--- config.mk ---
export PLATFORM = sky130hd
export DESIGN_NAME = address_sequencer
export DESIGN_NICKNAME = d
export VERILOG_FILES = /design/src/rtl/address_sequencer.sv
export SDC_FILE = /design/constraint.sdc
export NUM_CORES = 1
export LEC_CHECK = 0
export CAP_MARGIN = 40
export CELL_PAD_IN_SITES_DETAIL_PLACEMENT = 0
export CELL_PAD_IN_SITES_GLOBAL_PLACEMENT = 2
export CORE_UTILIZATION = 31
export CTS_CLUSTER_DIAMETER = 50
export DETAILED_ROUTE_END_ITERATION = 7
export GPL_ROUTABILITY_DRIVEN = 0
export GPL_TIMING_DRIVEN = 0
export PLACE_DENSITY = 0.84
export SETUP_SLACK_MARGIN = 0.02
export SYNTH_ARGS = -nofsm -noshare
export SYNTH_HDL_FRONTEND = slang
export SYNTH_SLANG_ARGS = --single-unit
--- constraint.sdc ---
create_clock -name clockSequencer -period 2.8 [get_ports clockSequencer]
set_input_delay 0.42 -clock clockSequencer [delete_from_list [all_inputs] [get_ports clockSequencer]]
set_output_delay 0.42 -clock clockSequencer [all_outputs]
set_load 0.005 [all_outputs]
--- src/rtl/address_sequencer.sv ---
// Parametrised memory address sweeper with hold, wrap, pause and restart.
// All state updates on the falling clock edge so memory sees stable addresses.
module address_sequencer #(
   parameter int ADDR_WIDTH = 4,
   parameter int START_ADDR = 0,
   parameter int END_ADDR   = 2**ADDR_WIDTH-1,
   parameter int STEP       = 1,
   parameter int HOLD_FIRST = 1,
   parameter int WRAP_MODE  = 0
) (
   input  logic                  clockSequencer,
   input  logic                  resetSequencer,
   input  logic                  enableSequencer,
   input  logic                  restartSequencer,
   output logic [ADDR_WIDTH-1:0] addressSequencer,
   output logic                  validSequencer,
   output logic                  finishedSequencer,
   output logic                  wrapSequencer
);

   typedef enum logic [1:0] {
      FIRST = 2'd0,
      RUN   = 2'd1,
      DONE  = 2'd2
   } seqState_t;

   if (ADDR_WIDTH < 1 ||
       START_ADDR > END_ADDR ||
       STEP == 0 ||
       STEP >= 2**ADDR_WIDTH ||
       END_ADDR >= 2**ADDR_WIDTH) begin : gBadParams
      $error("address_sequencer: illegal parameter set");
   end

   localparam seqState_t resetState =
      (HOLD_FIRST != 0) ? FIRST : RUN;
   localparam logic [ADDR_WIDTH-1:0] startVal =
      ADDR_WIDTH'(START_ADDR);
   localparam logic [ADDR_WIDTH:0] stepExt =
      (ADDR_WIDTH+1)'(STEP);
   localparam logic [ADDR_WIDTH:0] endExt =
      (ADDR_WIDTH+1)'(END_ADDR);
   localparam logic wrapOn = (WRAP_MODE != 0);

   seqState_t             state;
   seqState_t             stateNxt;
   logic [ADDR_WIDTH-1:0] address;
   logic [ADDR_WIDTH-1:0] addressNxt;
   logic                  valid;
   logic                  validNxt;
   logic                  finished;
   logic                  finishedNxt;
   logic                  wrap;
   logic                  wrapNxt;
   logic [ADDR_WIDTH:0]   nxtSum;
   logic                  overEnd;

   // Carry bit kept so a step past 2**ADDR_WIDTH cannot alias low
   always_comb begin
      nxtSum  = {1'b0, address} + stepExt;
      overEnd = (nxtSum > endExt);
   end

   // Next-state and next-output selection; restart outranks enable
   always_comb begin
      stateNxt    = state;
      addressNxt  = address;
      validNxt    = valid;
      finishedNxt = finished;
      wrapNxt     = 1'b0;
      priority case (1'b1)
         restartSequencer: begin
            stateNxt    = resetState;
            addressNxt  = startVal;
            validNxt    = 1'b1;
            finishedNxt = 1'b0;
         end
         !enableSequencer: begin
         end
         (state == FIRST): begin
            stateNxt = RUN;
         end
         (state == RUN && !overEnd): begin
            addressNxt = nxtSum[ADDR_WIDTH-1:0];
         end
         (state == RUN && wrapOn): begin
            addressNxt = startVal;
            wrapNxt    = 1'b1;
         end
         (state == RUN): begin
            stateNxt    = DONE;
            validNxt    = 1'b0;
            finishedNxt = 1'b1;
         end
         default: begin
         end
      endcase
   end

   // State and output registers, falling edge, async reset
   always_ff @(negedge clockSequencer or posedge resetSequencer) begin
      if (resetSequencer) begin
         state    <= resetState;
         address  <= startVal;
         valid    <= 1'b1;
         finished <= 1'b0;
         wrap     <= 1'b0;
      end else begin
         state    <= stateNxt;
         address  <= addressNxt;
         valid    <= validNxt;
         finished <= finishedNxt;
         wrap     <= wrapNxt;
      end
   end

   assign addressSequencer  = address;
   assign validSequencer    = valid;
   assign finishedSequencer = finished;
   assign wrapSequencer     = wrap;

endmodule

==> metrics.txt, run 1 <==
# TYPE chip_impl_metric gauge
chip_impl_metric{name="drive_gt1_frac",unit=""} 0.2319
chip_impl_info{name="synth_top_family_by_area",value="simple AND/OR/NAND/NOR gates"} 1
chip_impl_metric{name="syn_area",unit="um2"} 514.2
chip_impl_metric{name="area_fraction_in_and_or_nand_and_nor_cells_after_synthesis",unit=""} 0.2190
chip_impl_metric{name="synth_sequential_area_ratio",unit=""} 0.3917
chip_impl_metric{name="timing.critical_path.fanout_max",unit=""} 2
chip_impl_metric{name="placement.io_buffers",unit=""} 8
chip_impl_metric{name="timing.clock.skew",unit="ns"} 0.04411
chip_impl_metric{name="dp.final_hpwl",unit="um"} 723.1
chip_impl_metric{name="detailedPlace.worstSlack",unit="ns"} -0.5588
chip_impl_metric{name="netlist.area_leader.share",unit=""} 0.3406
chip_impl_metric{name="post_synth_mux_area_share",unit=""} 0.02920
chip_impl_metric{name="first_global_vias",unit=""} 397
chip_impl_metric{name="required_worst_endpoint",unit="ns"} 2.38
chip_impl_metric{name="core-area",unit="um2"} 1524
chip_impl_metric{name="synth_warnings",unit=""} 0
chip_impl_metric{name="finalNetCount",unit=""} 76
chip_impl_info{name="startpoint_kind_of_the_worst_setup_timing_path",value="flip-flop"} 1
chip_impl_metric{name="initial_core_util",unit=""} 0.3374
chip_impl_info{name="synth_flop_cell",value="sky130_fd_sc_hd__dfrtn_1"} 1
chip_impl_info{name="hold_path_startpoint",value="finishedSequencer"} 1
chip_impl_metric{name="grt_overflow_total",unit=""} 0
chip_impl_metric{name="grt_antenna_before_repair",unit=""} 0
chip_impl_metric{name="cp_slowest_stage_delay",unit="ns"} 0.52
chip_impl_metric{name="drt.antenna.violating_nets",unit=""} 0
chip_impl_info{name="unrepaired_setup_endpoints_after_global_routing",value="false"} 1
chip_impl_metric{name="setup-violations-final",unit=""} 0
chip_impl_metric{name="die-height",unit="um"} 42.73
chip_impl_metric{name="insertion_delay",unit="ns"} 0.30
chip_impl_metric{name="fin_worst_hold_slack",unit="ns"} 0.4725
chip_impl_metric{name="place.detailed.instances",unit=""} 77
chip_impl_metric{name="critPathArrivalTime",unit="ns"} 2.32
chip_impl_metric{name="wl",unit="um"} 983
chip_impl_metric{name="num_antenna_cells",unit=""} 0
chip_impl_metric{name="number_of_vias_in_the_routed_layout",unit=""} 424
chip_impl_metric{name="worst-r2r-cell-count",unit=""} 6
chip_impl_metric{name="synth_edf_count",unit=""} 0
chip_impl_info{name="reg2reg_to",value="addressSequencer[2]"} 1
chip_impl_metric{name="synth.distinct_cells",unit=""} 30
chip_impl_info{name="netlist.top_cell.by_area",value="sky130_fd_sc_hd__dfrtn_1"} 1
chip_impl_metric{name="p_total",unit="uW"} 261.9
chip_impl_metric{name="cts_max_path_buffers",unit=""} 2
chip_impl_info{name="critical_path.top_delay_family",value="flip-flops"} 1
chip_impl_info{name="synth.area.top_cells",value="sky130_fd_sc_hd__dfrtn_1 (34%), sky130_fd_sc_hd__inv_1 (5.8%), sky130_fd_sc_hd__nor4b_2 (5.8%)"} 1
chip_impl_metric{name="post_synth.cell_area_avg",unit="um2"} 9.703
chip_impl_metric{name="vdd_drop_max",unit="mV"} 0.3034
chip_impl_info{name="hold_path_class",value="reg2reg"} 1
chip_impl_metric{name="ff2ff_setup_slack",unit="ns"} 0.87
chip_impl_metric{name="ctsHtreeMaxLevel",unit=""} 1
chip_impl_metric{name="routed_length_per_instance",unit="um"} 11.56
chip_impl_metric{name="power.density_cell_area",unit="nW/um2"} 398.7
chip_impl_info{name="end_kind",value="output pin"} 1
chip_impl_metric{name="setup_ws",unit="ns"} 0.05885
chip_impl_info{name="holdPathEnd",value="finishedSequencer"} 1
chip_impl_info{name="cpMaxStageDelayCell",value="sky130_fd_sc_hd__dfstp_2"} 1
chip_impl_info{name="status",value="finished, final reports clean"} 1
chip_impl_metric{name="cts_inserted_buffers",unit=""} 3
chip_impl_metric{name="m1WireLength",unit="um"} 489
chip_impl_info{name="root_buffer",value="sky130_fd_sc_hd__clkbuf_4"} 1
chip_impl_info{name="cts_tree",value="built"} 1
chip_impl_metric{name="hold_path_depth",unit=""} 2
chip_impl_metric{name="cts.sinks",unit=""} 8
chip_impl_metric{name="final_hold_viol_count",unit=""} 0
chip_impl_metric{name="critPathBufInv",unit=""} 1
chip_impl_metric{name="mappedNetlistNets",unit=""} 59
chip_impl_metric{name="postSynthCellCount",unit=""} 53
chip_impl_metric{name="synthXorXnorAreaFrac",unit=""} 0
chip_impl_metric{name="ys_async_sr_fraction",unit=""} 1.000
chip_impl_metric{name="firstDrtPassIters",unit=""} 2
chip_impl_metric{name="synth-adder-area-share",unit=""} 0.04866
chip_impl_info{name="synth_commonest_cells",value="sky130_fd_sc_hd__inv_1 (8), sky130_fd_sc_hd__dfrtn_1 (7), sky130_fd_sc_hd__a21oi_1 (4)"} 1
chip_impl_info{name="top_layer_used",value="met3"} 1
chip_impl_metric{name="maxCapViolCount",unit=""} 0
chip_impl_metric{name="holdBufCountCts",unit=""} 0
chip_impl_metric{name="die-width",unit="um"} 42.73
chip_impl_metric{name="finished_layout_cells",unit=""} 85
chip_impl_metric{name="synthToLayoutAreaGrowth",unit="%"} 27.74
chip_impl_metric{name="drc",unit=""} 0
chip_impl_metric{name="route.met3.wl",unit="um"} 49
chip_impl_info{name="timing.rr.start",value="addressSequencer[0]"} 1
chip_impl_metric{name="post_drt_via_cell_ratio",unit=""} 4.988
chip_impl_metric{name="synth-compound-area-share",unit=""} 0.1922
chip_impl_metric{name="drv_slew",unit=""} 0
chip_impl_metric{name="clkTransAtPathRegs",unit="ns"} 0.04
chip_impl_info{name="synthMostInstantiatedCell",value="sky130_fd_sc_hd__inv_1"} 1
chip_impl_metric{name="grt_start_max_net_pins",unit=""} 11
chip_impl_metric{name="wl_met2",unit="um"} 445
chip_impl_metric{name="die-area",unit="um2"} 1826
chip_impl_metric{name="rows",unit=""} 14
chip_impl_info{name="crit_path_cell_trace",value="buf_2"} 1
chip_impl_metric{name="leakagePower",unit="nW"} 0.3101
chip_impl_metric{name="gr-usage-all-layers",unit=""} 0.1339
chip_impl_metric{name="io_pins",unit=""} 11
chip_impl_metric{name="setup_tns",unit="ns"} 0
chip_impl_info{name="setup.worst_path.class",value="reg2out"} 1
chip_impl_metric{name="fillers",unit=""} 161
chip_impl_metric{name="yosys_register_bits",unit=""} 8
chip_impl_metric{name="initial_drc_count",unit=""} 2
chip_impl_metric{name="global_route_wire_length_before_repair",unit="um"} 1759
==> how the worst max path moves through the flow <==
| stage | depth (start not counted) | startpoint | slack, ns | endpoint |
|---|---|---|---|---|
| floorplan | 4 | enableSequencer | -0.002 | addressSequencer[0] |
| global placement | 5 | enableSequencer | -0.54 | addressSequencer[0] |
| detailed placement | 5 | enableSequencer | -0.56 | addressSequencer[0] |
| CTS | 1 | validSequencer | 0.04 | validSequencer |
| global route | 1 | validSequencer | 0.02 | validSequencer |
| finish | 1 | validSequencer | 0.06 | validSequencer |
==> cells in the final DEF, fill, tap and decap left out, types with 2 or more instances in the layout <==
| master | netlist | layout |
|---|---|---|
| sky130_fd_sc_hd__and3_1 | 3 | 3 |
| sky130_fd_sc_hd__a21oi_1 | 4 | 4 |
| sky130_fd_sc_hd__nor2_1 | 2 | 2 |
| sky130_fd_sc_hd__clkdlybuf4s15_1 | 0 | 2 |
| sky130_fd_sc_hd__clkbuf_4 | 0 | 3 |
| sky130_fd_sc_hd__dlygate4sd2_1 | 0 | 3 |
| sky130_fd_sc_hd__ha_1 | 2 | 2 |
| sky130_fd_sc_hd__inv_1 | 8 | 8 |
| sky130_fd_sc_hd__buf_4 | 1 | 5 |
| sky130_fd_sc_hd__a211oi_1 | 2 | 2 |
| sky130_fd_sc_hd__nor4b_2 | 2 | 2 |
| sky130_fd_sc_hd__clkbuf_2 | 1 | 2 |
| sky130_fd_sc_hd__dfrtn_1 | 7 | 7 |
| sky130_fd_sc_hd__o31a_1 | 2 | 2 |
==> flip-flops by register name, indices dropped and copies added, names as in the netlist <==
register           count
addressSequencer       4
state                  2
finishedSequencer      1
validSequencer         1
==> cell families (layout without fill, tap and decap cells) <==
kind of cell / count (synthesis) / after routing
buf+inv: 12 / 28
compound gates: 14 / 14
flops: 8 / 8
other cells: 1 / 1
mux: 1 / 1
fa+ha+maj: 2 / 2
simple gates: 15 / 15
==> area by class of cell <==
type	instances	area [um2]	share of cell area
multi-input cells	33	255.2	0.3886
flip-flops and latches	8	201.4	0.3067
repair buffers	12	96.34	0.1467
plain buffers	4	27.53	0.04190
clock buffers	4	26.28	0.04000
inverters	7	26.28	0.04000
well taps	16	20.02	0.03048
clock inverters	1	3.754	0.005714
==> power breakdown <==
part	total [mW]	internal, mW	switching (mW)
Clock	0.102	0.0566	0.0450
Combinational	0.0389	0.0189	0.0200
Sequential	0.121	0.120	0.00192
Total	0.262	0.195	0.0668
==> stage by stage <==
stage | instance area (um2) | utilization
after floorplan | 514.2 | -
after global placement | 614.3 | 0.4031
after detailed placement | 614.3 | 0.4031
after CTS | 659.4 | 0.4327
after global routing | 656.9 | 0.4310
final | 656.9 | 0.4310
==> worst min-delay path, stage by stage (launching register included) <==
cell and delay (ns):
sky130_fd_sc_hd__dfrtn_1 0.40, sky130_fd_sc_hd__inv_1 0.04, sky130_fd_sc_hd__a21oi_1 0.10
==> layer usage <==
layer  track usage  vias to the layer above
met5             0                        -
met4       0.03750                        0
met3       0.06383                        0
met2        0.1909                        9
met1        0.1796                      193
li1              -                      222
==> repair_timing <==
action | in CTS | in global routing
pin swaps | 1 | 1
resized for setup | 11 | 3
endpoints found under the setup margin | 7 | 3
buffers inserted | 4 | 0
cloned | 0 | 0
(Power assumes the default switching activity.)
==> run 2, diff against run 1 <==
==> constraint.sdc (replaced) <==
create_clock -name clockSequencer -period 3.3 [get_ports clockSequencer]
set_input_delay 0.495 -clock clockSequencer [delete_from_list [all_inputs] [get_ports clockSequencer]]
set_output_delay 0.495 -clock clockSequencer [all_outputs]
set_load 0.005 [all_outputs]
==> metrics.txt, run 2 (synthesis gave the netlist of run 1 again) <==
# TYPE chip_impl_metric gauge
chip_impl_metric{name="gr-usage-all-layers",unit=""} 0.1503
chip_impl_metric{name="placed_area",unit="um2"} 614.3
chip_impl_metric{name="setup_ws",unit="ns"} 0.08514
chip_impl_metric{name="finalInstanceArea",unit="um2"} 661.9
chip_impl_metric{name="power.density_cell_area",unit="nW/um2"} 344.7
chip_impl_metric{name="timing.critical_path.fanout_max",unit=""} 2
chip_impl_metric{name="firstDrtPassIters",unit=""} 4
chip_impl_metric{name="setup_tns",unit="ns"} 0
chip_impl_metric{name="hold_path_depth",unit=""} 2
chip_impl_metric{name="core-area",unit="um2"} 1524
chip_impl_metric{name="largest_register_ffs",unit=""} 4
chip_impl_metric{name="cts.sinks",unit=""} 8
chip_impl_metric{name="p_total",unit="uW"} 228.2
chip_impl_metric{name="num_antenna_cells",unit=""} 0
chip_impl_info{name="cts_tree",value="built"} 1
chip_impl_metric{name="cts_max_path_buffers",unit=""} 2
chip_impl_metric{name="maxCapViolCount",unit=""} 0
chip_impl_metric{name="m1WireLength",unit="um"} 493
chip_impl_metric{name="post_drt_via_cell_ratio",unit=""} 5.224
chip_impl_metric{name="critPathArrivalTime",unit="ns"} 2.72
chip_impl_metric{name="die-height",unit="um"} 42.73
chip_impl_info{name="end_kind",value="output pin"} 1
chip_impl_metric{name="required_worst_endpoint",unit="ns"} 2.80
chip_impl_metric{name="timing.clock.skew",unit="ns"} 0.05176
chip_impl_info{name="top_layer_used",value="met4"} 1
chip_impl_metric{name="synthToLayoutAreaGrowth",unit="%"} 28.71
chip_impl_metric{name="cp_slowest_stage_delay",unit="ns"} 0.52
chip_impl_metric{name="drive_gt1_frac",unit=""} 0.2029
chip_impl_info{name="holdPathEnd",value="finishedSequencer"} 1
chip_impl_info{name="critical_path.top_delay_family",value="flip-flops"} 1
chip_impl_metric{name="cts_inserted_buffers",unit=""} 3
chip_impl_info{name="most-common-layout-cells",value="sky130_fd_sc_hd__inv_1 (8), sky130_fd_sc_hd__dfrtn_1 (7), sky130_fd_sc_hd__dlygate4sd2_1 (7)"} 1
chip_impl_info{name="setup.worst_path.class",value="reg2out"} 1
chip_impl_info{name="crit_path_cell_trace",value="dlygate4sd2_1"} 1
chip_impl_metric{name="combinational_power_share",unit=""} 0.145
chip_impl_metric{name="grt_antenna_before_repair",unit=""} 0
chip_impl_metric{name="wl",unit="um"} 1071
chip_impl_info{name="timing.rr.start",value="addressSequencer[0]"} 1
chip_impl_metric{name="finalNetCount",unit=""} 76
chip_impl_metric{name="max-slew-margin-rel",unit=""} 0.6576
chip_impl_metric{name="insertion_delay",unit="ns"} 0.32
chip_impl_metric{name="power.net_switching",unit="uW"} 62.49
chip_impl_info{name="layout.cells.most_common",value="sky130_fd_sc_hd__inv_1"} 1
chip_impl_metric{name="rows",unit=""} 14
chip_impl_metric{name="power_frac_clock",unit=""} 0.404
chip_impl_metric{name="drc",unit=""} 0
chip_impl_metric{name="clkTransAtPathRegs",unit="ns"} 0.04
chip_impl_metric{name="vdd_drop_max",unit="mV"} 0.1618
chip_impl_metric{name="holdBufCountCts",unit=""} 0
chip_impl_info{name="reg2reg_to",value="addressSequencer[2]"} 1
chip_impl_info{name="hold_path_startpoint",value="finishedSequencer"} 1
chip_impl_metric{name="ff2ff_setup_slack",unit="ns"} 1.36
chip_impl_metric{name="drt.antenna.violating_nets",unit=""} 0
chip_impl_info{name="root_buffer",value="sky130_fd_sc_hd__clkbuf_4"} 1
chip_impl_metric{name="first_global_vias",unit=""} 441
chip_impl_metric{name="global_route_wire_length_before_repair",unit="um"} 1959
chip_impl_metric{name="finished_layout_cells",unit=""} 85
chip_impl_metric{name="die-width",unit="um"} 42.73
chip_impl_metric{name="place.detailed.instances",unit=""} 77
chip_impl_metric{name="number_of_vias_in_the_routed_layout",unit=""} 444
chip_impl_metric{name="die-area",unit="um2"} 1826
chip_impl_metric{name="tightest_slew",unit="ns"} 0.5056
chip_impl_info{name="hold_path_class",value="reg2reg"} 1
chip_impl_metric{name="grt_start_max_net_pins",unit=""} 11
chip_impl_metric{name="dp.final_hpwl",unit="um"} 735.4
chip_impl_metric{name="ctsHtreeMaxLevel",unit=""} 1
chip_impl_metric{name="switching_share",unit=""} 0.2739
chip_impl_metric{name="route.met3.wl",unit="um"} 64
chip_impl_metric{name="leakagePower",unit="nW"} 0.3173
chip_impl_metric{name="pwr-share-seq",unit=""} 0.451
chip_impl_metric{name="critPathBufInv",unit=""} 1
chip_impl_metric{name="routed_length_per_instance",unit="um"} 12.60
chip_impl_info{name="status",value="finished, final reports clean"} 1
chip_impl_metric{name="detailedPlace.worstSlack",unit="ns"} -0.3979
chip_impl_metric{name="wl_met2",unit="um"} 493
chip_impl_metric{name="setup-violations-final",unit=""} 0
chip_impl_info{name="unrepaired_setup_endpoints_after_global_routing",value="false"} 1
chip_impl_metric{name="final_hold_viol_count",unit=""} 0
chip_impl_metric{name="drv_slew",unit=""} 0
chip_impl_info{name="startpoint_kind_of_the_worst_setup_timing_path",value="flip-flop"} 1
chip_impl_metric{name="placement.io_buffers",unit=""} 8
chip_impl_metric{name="initial_core_util",unit=""} 0.3374
chip_impl_info{name="cpMaxStageDelayCell",value="sky130_fd_sc_hd__dfstp_2"} 1
chip_impl_metric{name="power_report.internal_total",unit="uW"} 165.7
chip_impl_metric{name="worst-r2r-cell-count",unit=""} 6
chip_impl_metric{name="grt_overflow_total",unit=""} 0
chip_impl_metric{name="initial_drc_count",unit=""} 5
chip_impl_metric{name="io_pins",unit=""} 11
run 2: changes by cell type in the layout (fill, tap and decap cells not counted), sizes merged:
cell | previous run | this run
clkbuf | 6 | 5
buf | 8 | 7
dlygate4sd2 | 3 | 7
clkdlybuf4s15 | 2 | 0
run 2: worst max-delay path by stage:
stage / startpoint / endpoint / depth (start not counted) / slack (ns)
2_1_floorplan: enableSequencer / addressSequencer[0] / 4 / 0.15
3_3_place_gp: enableSequencer / addressSequencer[0] / 5 / -0.39
3_5_place_dp: enableSequencer / addressSequencer[0] / 5 / -0.40
4_1_cts: validSequencer / validSequencer / 1 / 0.07
5_1_grt: validSequencer / validSequencer / 1 / 0.06
6_report: validSequencer / validSequencer / 1 / 0.09
run 2: per-stage QoR:
stage	utilization	hold WS, ns
after global placement	0.4031	0.4732
final	0.4343	0.4733
after detailed placement	0.4031	0.4790
after global routing	0.4343	0.4933
after CTS	0.4343	0.4787
after floorplan	-	0.4739
run 2: power groups by stage:
stage	clock (mW)	sequential [mW]	combinational, mW
after floorplan	0.00379	0.107	0.0188
after global placement	0.00379	0.108	0.0281
after detailed placement	0.00379	0.108	0.0282
after CTS	0.0980	0.103	0.0336
after global routing	0.102	0.103	0.0380
final	0.0921	0.103	0.0332
run 2: area by class of cell:
type                    count  area [um2]
repair buffers             12       101.3
clock buffers               4       26.28
plain buffers               4       27.53
multi-input cells          33       255.2
well taps                  16       20.02
inverters                   7       26.28
flip-flops and latches      8       201.4
clock inverters             1       3.754
fillers                   165       862.1
run 2: repair_timing:
item / CTS / global route
gates resized for setup: 7 / 0
hold endpoints to repair: 0 / 0
buffers inserted: 4 / 0
endpoints found under the setup margin: 7 / 0
run 2: routing by layer:
metal | vias up | GRT usage
met5 | - | 0
met4 | 0 | 0.05625
met3 | 3 | 0.07660
met2 | 10 | 0.2242
met1 | 210 | 0.1835
li1 | 221 | -
==> run 3, diff against run 2 <==
--- a/config.mk
+++ b/config.mk
@@ -11,7 +11,7 @@
 export CORE_UTILIZATION = 31
 export CTS_CLUSTER_DIAMETER = 50
 export DETAILED_ROUTE_END_ITERATION = 7
-export GPL_ROUTABILITY_DRIVEN = 0
+export GPL_ROUTABILITY_DRIVEN = 1
 export GPL_TIMING_DRIVEN = 0
 export PLACE_DENSITY = 0.84
 export SETUP_SLACK_MARGIN = 0.02
==> results of run 3 <==
The final DEF is identical to that of run 2; final timing and power are the same.
